## config.mk

```make
export PLATFORM = sky130hd
export DESIGN_NAME = inst_queue
export DESIGN_NICKNAME = d
export VERILOG_FILES = /design/src/rtl/inst_queue.sv
export SDC_FILE = /design/constraint.sdc
export NUM_CORES = 1
export LEC_CHECK = 0
export BUFFER_PORTS_ARGS = -buffer_cell sky130_fd_sc_hd__buf_2
export CORE_UTILIZATION = 52
export DETAILED_ROUTE_END_ITERATION = 10
export PLACE_DENSITY_LB_ADDON = 0.08
export SYNTH_ARGS = -nofsm -noshare
export SYNTH_HDL_FRONTEND = slang
export SYNTH_SLANG_ARGS = --single-unit
```

## constraint.sdc

```tcl
create_clock -name clk -period 2.69 [get_ports clk]
set_input_delay 0.269 -clock clk [delete_from_list [all_inputs] [get_ports clk]]
set_output_delay 0.269 -clock clk [all_outputs]
set_load 0.01 [all_outputs]
```

## src/rtl/inst_queue.sv

```systemverilog
// rtl/inst_queue.sv - in-order {pc, instr} FIFO between fetch and decode, flushed on redirect.
// Optional zero-latency empty-queue bypass under INST_QUEUE_BYPASS_EN.
module inst_queue #(
  parameter int DEPTH = 4,
  parameter int WIDTH = 32,
  parameter int CNT_W = $clog2(DEPTH) + 1
) (
  input  logic             clk,
  input  logic             rst,
  input  logic             in_valid,
  input  logic [WIDTH-1:0] in_instr,
  input  logic [WIDTH-1:0] in_pc,
  output logic             in_ready,
  input  logic             flush,
  output logic             out_valid,
  output logic [WIDTH-1:0] out_instr,
  output logic [WIDTH-1:0] out_pc,
  input  logic             out_ready,
  output logic [CNT_W-1:0] count,
  output logic             full,
  output logic             empty
);

  localparam int PTR_W = $clog2(DEPTH);

  logic [2*WIDTH-1:0] mem_q [DEPTH];
  logic [PTR_W-1:0]   wr_ptr_q, wr_ptr_d;
  logic [PTR_W-1:0]   rd_ptr_q, rd_ptr_d;
  logic [CNT_W-1:0]   count_q, count_d;
  logic               push;
  logic               pop;
  logic               bypass;

  assign count    = count_q;
  assign full     = (count_q == CNT_W'(DEPTH));
  assign empty    = (count_q == '0);
  assign in_ready = !full;

`ifdef INST_QUEUE_BYPASS_EN
  assign bypass = empty && in_valid && !flush;
`else
  assign bypass = 1'b0;
`endif

  assign out_valid = !empty || bypass;
  assign pop       = !empty && out_ready && !flush;
  // A bypassed word that decode takes this cycle never enters storage.
  assign push      = in_valid && in_ready && !flush && !(bypass && out_ready);

  always_comb begin
    out_instr = '0;
    out_pc    = '0;
    if (bypass) begin
      out_instr = in_instr;
      out_pc    = in_pc;
    end else if (!empty) begin
      {out_pc, out_instr} = mem_q[rd_ptr_q];
    end
  end

  always_comb begin
    wr_ptr_d = wr_ptr_q;
    rd_ptr_d = rd_ptr_q;
    count_d  = count_q;
    if (flush) begin
      wr_ptr_d = '0;
      rd_ptr_d = '0;
      count_d  = '0;
    end else begin
      if (push) wr_ptr_d = wr_ptr_q + PTR_W'(1);
      if (pop)  rd_ptr_d = rd_ptr_q + PTR_W'(1);
      case ({push, pop})
        2'b10:   count_d = count_q + CNT_W'(1);
        2'b01:   count_d = count_q - CNT_W'(1);
        default: count_d = count_q;
      endcase
    end
  end

  always_ff @(posedge clk or negedge rst) begin
    if (!rst) begin
      wr_ptr_q <= '0;
      rd_ptr_q <= '0;
      count_q  <= '0;
    end else begin
      wr_ptr_q <= wr_ptr_d;
      rd_ptr_q <= rd_ptr_d;
      count_q  <= count_d;
    end
  end

  always_ff @(posedge clk) begin
    if (push) mem_q[wr_ptr_q] <= {in_pc, in_instr};
  end

endmodule

```

==> results of run 1 <==
==> final timing paths <==
| kind | from | slack (ns) | endpoint | cells past startpoint |
|---|---|---|---|---|
| worst max-delay path | rd_ptr_q[0] | 0.18 | out_instr[24] | 4 |
| worst min-delay path | in_valid | 0.12 | wr_ptr_q[1] | 3 |
| worst max register to register | count[1] | 0.24 | count[1] | 6 |
| worst min register to register | wr_ptr_q[0] | 0.61 | wr_ptr_q[0] | 2 |
| max in group asynchronous | rst | 2.37 | rd_ptr_q[0] | 2 |
| min in group asynchronous | rst | 0.13 | count[2] | 2 |
==> per-layer routing <==
metal  GRT usage [%]  up-vias  wire length, um
li1                -     2364                -
met1           26.19     2655             8025
met2           33.72      167             9545
met3           3.937       33             1103
met4           5.263        0              382
met5               0        -                0
==> cells in the final DEF, fill, tap and decap left out, types with 2 or more instances in the layout <==
| master | netlist | final |
|---|---|---|
| mux4_2 | 64 | 64 |
| buf_12 | 0 | 8 |
| clkbuf_1 | 4 | 9 |
| edfxtp_1 | 256 | 256 |
| clkinv_1 | 0 | 4 |
| nand2b_1 | 2 | 2 |
| clkbuf_8 | 0 | 3 |
| clkbuf_16 | 0 | 27 |
| buf_4 | 2 | 10 |
| o21ai_0 | 2 | 2 |
| nand3_1 | 3 | 3 |
| and2_1 | 64 | 64 |
| dlygate4sd3_1 | 0 | 66 |
| nand2_1 | 3 | 3 |
| ha_1 | 4 | 4 |
| xor2_1 | 2 | 2 |
| a21oi_1 | 4 | 4 |
| clkinv_2 | 0 | 3 |
| inv_1 | 5 | 5 |
| nor2_1 | 5 | 5 |
| dfrtp_1 | 7 | 5 |
| and3_4 | 0 | 4 |
| buf_2 | 12 | 139 |
| dfrtp_4 | 0 | 2 |
==> critical path, stage by stage, from the launching register on <==
cell	delay [ns]
dfrtp_4	0.55
buf_12	0.28
mux4_2	0.53
and2_1	0.20
buf_2	0.14
==> logic make-up after synthesis <==
| group | count (synthesis) | share of synthesized area [%] |
|---|---|---|
| AOI/OAI and AO/OA | 17 | 1.185 |
| xor gates and xnor gates | 3 | 0.2566 |
| DFF | 263 | 76.77 |
| muxes | 65 | 14.18 |
| adders and majority gates | 5 | 0.6841 |
| and+or+nand+nor | 85 | 4.984 |
| buffers and inverters | 34 | 1.942 |
==> where the power goes <==
part           internal (mW)  switching (mW)
Sequential              4.66          0.0992
Combinational           1.05            1.04
Clock                   2.01            1.40
==> what timing repair did <==
item / 4_1_cts / 5_1_grt
hold buffers: 66 / 0
endpoints found under the setup margin: 0 / 1
resized for setup: 0 / 1
endpoints found under the hold margin: 265 / 0
==> layout make-up <==
class / count / area, um^2 / area share [%]
flip-flops and latches: 263 / 7870 / 61.36
clock inverters: 8 / 60.06 / 0.4682
repair buffers: 223 / 1592 / 12.41
well taps: 260 / 325.3 / 2.536
inverters: 6 / 22.52 / 0.1756
multi-input cells: 175 / 2203 / 17.18
clock buffers: 39 / 750.7 / 5.853
diodes: 1 / 2.502 / 0.01951
==> flip-flops by register name, summed over array words and instances, names as in the netlist <==
register and count:
rd_ptr_q 2, count 3, wr_ptr_q 2, mem_q 256
==> stage by stage <==
stage / power, mW / instance area, um^2 / util, % / worst slack (ns)
after global routing: 10.69 / 12830 / 67.44 / 0.05704
after floorplan: 6.153 / 10250 / - / 0.4794
after detailed placement: 6.898 / 11350 / 59.68 / 0.3010
final: 10.25 / 12830 / 67.44 / 0.1779
after global placement: 6.855 / 11350 / 59.68 / 0.4970
after CTS: 10.38 / 12820 / 67.42 / 0.1002
==> impl_results.md, run 1 <==
- Max-slew headroom: 32.37%
- Worst Path Class, Setup: flop to primary output
- Routed wire length: approximately 19000 um
- Slew @ Worst Pin: 1.014 ns
- TNS Setup: 0 ns
- Initial DRC Count: about 260
- GRT Residual Overflow: 0
- Max IR drop VDD: between 0.0005 and 0.0006 V
- Placed Instances: around 860
- Core Footprint: around 0.019 mm^2
- Max-Cap Viols: 0
- CP Data Required Time: approximately 2.4 ns
- Ys async rst share: roughly 2.7%
- Share of layout cells above drive strength 1: 37.11%
- Post-DP HPWL: 11170 um
- Global-route wire length before repair: a little under 30000 um
- YS warnings: 0
- Clk_lat worst skew: between 0.5 and 0.6 ns
- P&R area growth vs syn: 25.23%
- Filler cells: 1314
- Maximum clock path buffer count: 3
- I/O pin total: between 100 and 150
- HP Class: input pin to flop
- Die X: about 140 um
- Hold Violations, Final: 0
- Most frequent cell after synthesis: edfxtp_1
- RSZ-0062 raised after global routing: false
- Syn Nets: around 550
- CTS tree: yes
- Finished Layout Cells: around 1000
- Max Clock Skew: 0.006497 ns
- Worst EP arrival: ~2.2 ns
- Yosys top cell by area: edfxtp_1
- H-tree levels: 1
- Overall routing resource usage: slightly below 20%
- Final Max Slew Viols: 0
- Post-synth cell types: 39
- Vias in the first global route: about 5600
- Seq cells post-synth: roughly 260
- Status: completed
- Post-synth top area share: between 70% and 80%
- Pwr per Cell Area: between 700 and 800 mW/mm^2
- # setup viols final: 0
- # clock sinks: approximately 260
- Hold Slack: between 0.1 and 0.15 ns
- Post-CTS setup buffers: 0
- RD Place Congestion: slightly above 0.8
- DRT Pass-1 Iters: 5
- Post-synth EDFFs: approximately 260
- Die area: 0.02026 mm^2
- Fmax: approximately 400 MHz
- Nets: 769
- Synth top area cells: edfxtp_1 75%, mux4_2 14%, and2_1 3.9%, dfrtp_1 1.7%, buf_6 0.66%
- Tmin final: 2.512 ns
- Initial antenna violation count: 1
- Via count: between 5000 and 6000
- Root Buffer: clkbuf_16
- Crit path capture type: primary output
- Syn Inst Count: 472
- Top FF cell, synth: edfxtp_1
- Worst setup SP type: flop
- Post-DR wirelength/cell: 19.54 um
- Final Cycle Share: between 90% and 100%
- Total CTS buffers: 26
- Pin count of the biggest net entering global routing: 65
- Synth Area per Inst: 21.70 um^2
- Die H: around 140 um
- Routed vias/inst: roughly 5.4
- Final ANT Viol Nets: 0
- Rows: 50
- Initial Util: 53.86%
- Input/output buffers: roughly 140
- # DRC: 0
- CP max FO: 28
- Clock-pin slew on the worst setup and hold paths: approximately 0.060 ns
- Mapped Area: 0.01024 mm^2
- Seq/Total Area, Yosys: approximately 77%
- Most frequent cells after synthesis: 256 x edfxtp_1, 64 x and2_1, 64 x mux4_2
- Leak: about 4.5 nW
(Power assumes the default switching activity.)
==> run 2: changes to the inputs <==
Settings changed: GPL_ROUTABILITY_DRIVEN set to 0, MAX_ROUTING_LAYER set to met4, SKIP_CTS_REPAIR_TIMING set to 1.
==> run 2 against run 1 <==
Effect of this change: critical endpoint unchanged; routed wire length up 0.20%; sequential cell count unchanged; non-clock buffer count down 1; maximum frequency about the same; critical path type unchanged.
==> impl_results.md, run 2 (synthesis gave the netlist of run 1 again) <==
- Status: completed
- Final Max Slew Viols: 0 (unchanged)
- Input/output buffers: 139 (unchanged)
- Max Clock Skew: 0.005820 ns (-0.0006765 ns)
- RSZ-0062 raised after global routing: false
- Max FFs per register: 256 (unchanged)
- # setup viols final: 0 (unchanged)
- Clk_lat worst skew: 0.52 ns (about the same)
- Post-DR wirelength/cell: 19.60 um (+0.30%)
- # clock sinks: 263 (unchanged)
- CP max FO: 28 (unchanged)
- Share of layout cells above drive strength 1: 37.17% (+0.052 points)
- Initial DRC Count: 254 (-1.6%)
- Clock power frac: 33.3% (about the same)
- Placed Instances: 861 (unchanged)
- Met3 WL: 970 um (-12%)
- Maximum clock path buffer count: 3 (unchanged)
- M1 wire length: 8191 um (+2.1%)
- Clock-pin slew on the worst setup and hold paths: 0.06 ns (about the same)
- Worst Setup EP: out_instr[24]
- P&R area growth vs syn: 25.12% (about the same)
- TNS Setup: 0 ns (unchanged)
- Reg-to-reg startpoint: count[1]
- Pin count of the biggest net entering global routing: 65 (unchanged)
- GRT Residual Overflow: 0 (unchanged)
- Die X: 142.3 um (unchanged)
- Most frequent cells in the layout: 256 x edfxtp_1, 139 x buf_2, 65 x dlygate4sd3_1
- WL met2: 9536 um (about the same)
- Root Buffer: clkbuf_16
- Hold Violations, Final: 0 (unchanged)
- Initial antenna violation count: 1 (unchanged)
- Crit path capture type: primary output
- Via count: 5232 (+0.25%)
- Nets: 768 (-0.13%)
- R2r setup slk: 0.20 ns (-0.04 ns)
- Tmin final: 2.512 ns (-0.0001300 ns)
- Fmax: 398.1 MHz (about the same)
- Slew @ Worst Pin: 1.030 ns (+0.01581 ns)
- Filler cells: 1313 (-0.076%)
- R2r worst-path depth: 6 (unchanged)
- Max-Cap Viols: 0 (unchanged)
- Combinational share of power: 20.3% (about the same)
- Cell area after layout: 0.01281 mm^2 (about the same)
- H-tree levels: 1 (unchanged)
- Die H: 142.3 um (unchanged)
- Leak: 4.487 nW (about the same)
- DP Area: 0.01135 mm^2 (unchanged)
- Final ANT Viol Nets: 0 (unchanged)
- Routed vias/inst: 5.372 (+0.35%)
- CTS tree: yes
- Kind of cell adding the most delay to the critical path: flip-flops
- Routed wire length: 19090 um (+0.20%)
- I/O pin total: 140 (unchanged)
- Overall routing resource usage: 19.94% (+0.16 points)
- DRT Pass-1 Iters: 4 (-1)
- Worst EP arrival: 2.24 ns (about the same)
- Reg-to-Reg End: count[1]
- Rows: 50 (unchanged)
- Post-DP HPWL: 11170 um (unchanged)
- Global-route wire length before repair: 28990 um (-2.8%)
- Switch Pwr: 2.538 mW (about the same)
- Worst setup SP type: flop
- Final Cycle Share: 93.38% (about the same)
- Core Footprint: 0.01902 mm^2 (unchanged)
- Die area: 0.02026 mm^2 (unchanged)
- Total CTS buffers: 26 (unchanged)
- HP Class: input pin to flop
- Crit-path cells: buf_12 > mux4_2 > and2_1 > buf_2
- Switching share of power: 24.75% (about the same)
- Initial Util: 53.86% (unchanged)
- Max-slew headroom: 31.31% (-1.1 points)
- Pwr per Cell Area: 800.0 mW/mm^2 (about the same)
- Crit path from: rd_ptr_q[0]
- CP Data Required Time: 2.42 ns (about the same)
- Worst Path Class, Setup: flop to primary output
- Finished Layout Cells: 974 (-0.10%)
- # DRC: 0 (unchanged)
- CP Depth: 4 (unchanged)
- Max IR drop VDD: 0.0005692 V (+0.18%)
- Vias in the first global route: 5352 (-4.1%)
- Cell-internal power: 7.714 mW (about the same)
- Largest Register: mem_q
- Max Used Layer: met4
- Max incr delay on CP: 0.55 ns (about the same)
- Buf+Inv Stages, Crit Path: 2 (unchanged)
- Flop pwr share: 46.4% (about the same)
- CP max-delay cell: dfrtp_4
- Most common cell after layout, fill and taps aside: edfxtp_1
==> run 2: cell types whose count changed in the layout (fill, tap and decap cells not counted), sizes merged <==
cell,change
dlygate4sd3,-1
==> run 2: power by group through the flow <==
stage	sequential (mW)	combinational [mW]	clock, mW
6_report	4.76	2.08	3.41
5_1_grt	4.78	2.28	3.62
4_1_cts	4.76	2.06	3.48
3_5_place_dp	4.84	2.05	0
3_3_place_gp	4.83	2.02	0
2_1_floorplan	4.78	1.37	0
==> run 2: layout make-up <==
| cell class | instances | area (um^2) | area share, % |
|---|---|---|---|
| clock buffer | 39 | 750.7 | 5.858 |
| timing repair buffer | 222 | 1582 | 12.34 |
| tap | 260 | 325.3 | 2.539 |
| inverter | 6 | 22.52 | 0.1757 |
| sequential | 263 | 7870 | 61.41 |
| multi-input combinational | 175 | 2202 | 17.18 |
| antenna | 1 | 2.502 | 0.01953 |
| clock inverter | 8 | 60.06 | 0.4687 |
==> run 2: layer usage <==
metal / GRT usage [%] / vias to the layer above
met3: 4.307 / 34
met4: 5.433 / 0
met1: 25.68 / 2676
li1: - / 2364
met2: 32.40 / 158
met5: - / -
==> run 2: per-stage QoR <==
stage	utilization [%]	setup WS, ns	power [mW]	hold slack, ns
2_1_floorplan	-	0.4794	6.153	-0.02659
3_3_place_gp	59.68	0.4970	6.855	0.1143
3_5_place_dp	59.68	0.3010	6.898	0.1156
4_1_cts	63.95	0.1002	10.30	-0.4427
5_1_grt	67.38	0.05334	10.69	0.03670
6_report	67.38	0.1780	10.25	0.03160
==> run 2: how the worst min path moves through the flow <==
| stage | startpoint | end | cells past startpoint |
|---|---|---|---|
| floorplan | rst | count[0] | 0 |
| global placement | rst | count[2] | 1 |
| detailed placement | rst | count[0] | 1 |
| CTS | rst | count[2] | 1 |
| global route | flush | wr_ptr_q[1] | 2 |
| finish | flush | wr_ptr_q[0] | 2 |
==> run 3: changes to the inputs <==
Settings changed: CORE_MARGIN set to 3, CORE_UTILIZATION 52 to 55.
Clock period 2.69 ns to 3.05 ns, I/O delays scaled along.
==> run 3 against run 2 <==
Effect of this change: hold slack worse by 0.025 ns; first-iteration DRC count shrank 13%; design area down 3.6%; sequential share of layout area up 2.3 points; sequential cell count is the same; cell count is 7.1% lower; global-route usage fell by 0.68 points; critical endpoint is now out_instr[2]; largest cell class unchanged.
==> impl_results.md, run 3 (synthesis gave the netlist of run 1 again) <==
- Status: completed
- I/O pin total: 140 (unchanged)
- # setup viols final: 0 (unchanged)
- Tmin final: 2.881 ns
- Post-DR wirelength/cell: 20.72 um (+5.7%)
- Worst Path Class, Setup: flop to primary output
- Die H: 142.5 um (about the same)
- Global-route wire length before repair: 29190 um (+0.67%)
- Pwr per Cell Area: 716.8 mW/mm^2 (-10%)
- HP Class: input pin to flop
- Die X: 142.5 um (about the same)
- Core Footprint: 0.01815 mm^2 (-4.6%)
- RSZ-0062 raised after global routing: false
- Maximum clock path buffer count: 3 (unchanged)
- Pre-CTS setup slack: 0.6824 ns (+0.3814 ns)
- Max-slew headroom: 27.17% (-4.1 points)
- Max-Cap Viols: 0 (unchanged)
- Max IR drop VDD: 0.0006203 V (+9.0%)
- Clk_lat worst skew: 0.51 ns (about the same)
- Filler cells: 1216 (-7.4%)
- Leak: 4.295 nW (-4.3%)
- Worst setup SP type: flop
- Initial Util: 56.44% (+2.6 points)
- Worst EP arrival: 2.58 ns (+0.34 ns)
- TNS Setup: 0 ns (unchanged)
- Vias in the first global route: 5500 (+2.8%)
- Post-DP HPWL: 11010 um (-1.5%)
- Hold path depth: 1 (-1)
- CTS tree: yes
- GRT Residual Overflow: 0 (unchanged)
- Hold Violations, Final: 0 (unchanged)
- Final worst slack: 0.1686 ns (-0.009366 ns)
- Most frequent cells in the layout: 256 x edfxtp_1, 139 x buf_2, 64 x mux4_2, 64 x and2_1, 32 x dlygate4sd3_1
- Share of layout cells above drive strength 1: 37.98% (+0.82 points)
- DRT Pass-1 Iters: 4 (unchanged)
- Routed wire length: 18750 um (-1.8%)
- Final Cycle Share: between 90% and 100%
- Largest Register: mem_q
- Slew @ Worst Pin: 1.092 ns (+0.06216 ns)
- # clock sinks: 263 (unchanged)
- Max FFs per register: 256 (unchanged)
- Initial DRC Count: 220 (-13%)
- Routed vias/inst: 5.602 (+4.3%)
- H-tree levels: 1 (unchanged)
- Hold Slack: 0.006441 ns (-0.02516 ns)
- Pin count of the biggest net entering global routing: 67 (+3.1%)
- CP Data Required Time: 2.74 ns (+0.32 ns)
- Clock-pin slew on the worst setup and hold paths: 0.06 ns (about the same)
- Fmax: approximately 350 MHz
- Max Clock Skew: 0.008950 ns (+0.003130 ns)
- CP max FO: 66 (+140%)
- Final Max Slew Viols: 0 (unchanged)
- Via count: 5070 (-3.1%)
- Nets: 729 (-5.1%)
- Die area: 0.02030 mm^2 (+0.17%)
- Input/output buffers: 139 (unchanged)
- Rows: 49 (-2.0%)
- Most common cell after layout, fill and taps aside: edfxtp_1
- Root Buffer: clkbuf_16
- # DRC: 0 (unchanged)
- R2r worst-path depth: 5 (-1)
- Total CTS buffers: 26 (unchanged)
- Crit path capture type: primary output
- Initial antenna violation count: 2 (+1)
- Overall routing resource usage: 19.26% (-0.68 points)
- P&R area growth vs syn: 20.56%
- Final ANT Viol Nets: 0 (unchanged)
run 3: cell types whose count changed in the layout (fill, tap and decap cells not counted):
cell	previous run	this run
dlygate4sd3_1	65	32
buf_4	10	6
clkbuf_8	3	0
clkinv_1	4	7
buf_12	8	6
diode_2	1	2
run 3: path summary, 6_finish.rpt:
| kind | startpoint | slack [ns] | to |
|---|---|---|---|
| worst max-delay path | count[1] | 0.17 | out_instr[2] |
| min in group asynchronous | rst | 0.17 | count[1] |
| worst min-delay path | in_instr[6] | 0.006 | mem_q[3][6] |
| max in group asynchronous | rst | 2.69 | rd_ptr_q[1] |
| worst max register to register | count[1] | 0.71 | count[2] |
| worst min register to register | wr_ptr_q[1] | 0.61 | wr_ptr_q[1] |
run 3: metrics by stage:
step	area (um^2)	cells	power [mW]	utilization [%]
after global placement	11240	824	5.999	61.95
after CTS	12020	871	8.945	66.25
final	12350	905	8.851	68.04
after detailed placement	11240	824	6.035	61.95
after global routing	12350	905	9.290	68.04
after floorplan	10240	472	5.431	-
run 3: worst max-delay path, stage by stage (launching register included):
cell,delay (ns)
dfrtp_1,0.52
or3_2,1.01
and2_1,0.36
buf_2,0.15
run 3: routing by layer:
layer	share of wire, %	track usage [%]	vias up
li1	-	-	2288
met1	41	24.44	2618
met2	52	32.81	140
met3	5.0	3.461	24
met4	1.5	4.552	0
met5	0	-	-
run 3: report_power, final:
group	switching [mW]	leakage, nW	internal, mW
combinational	0.853	1.50	0.870
sequential	0.117	2.42	4.11
clock	1.21	0.380	1.70
total	2.18	4.30	6.67
run 3: cell type report:
class / count / area (um^2) / share of cell area, %
inverter: 6 / 22.52 / 0.1824
sequential: 263 / 7870 / 63.73
clock inverter: 11 / 71.32 / 0.5776
antenna: 2 / 5.005 / 0.04053
multi-input combinational: 175 / 2202 / 17.83
timing repair buffer: 183 / 1181 / 9.565
clock buffer: 36 / 709.4 / 5.745
tap: 229 / 286.5 / 2.320
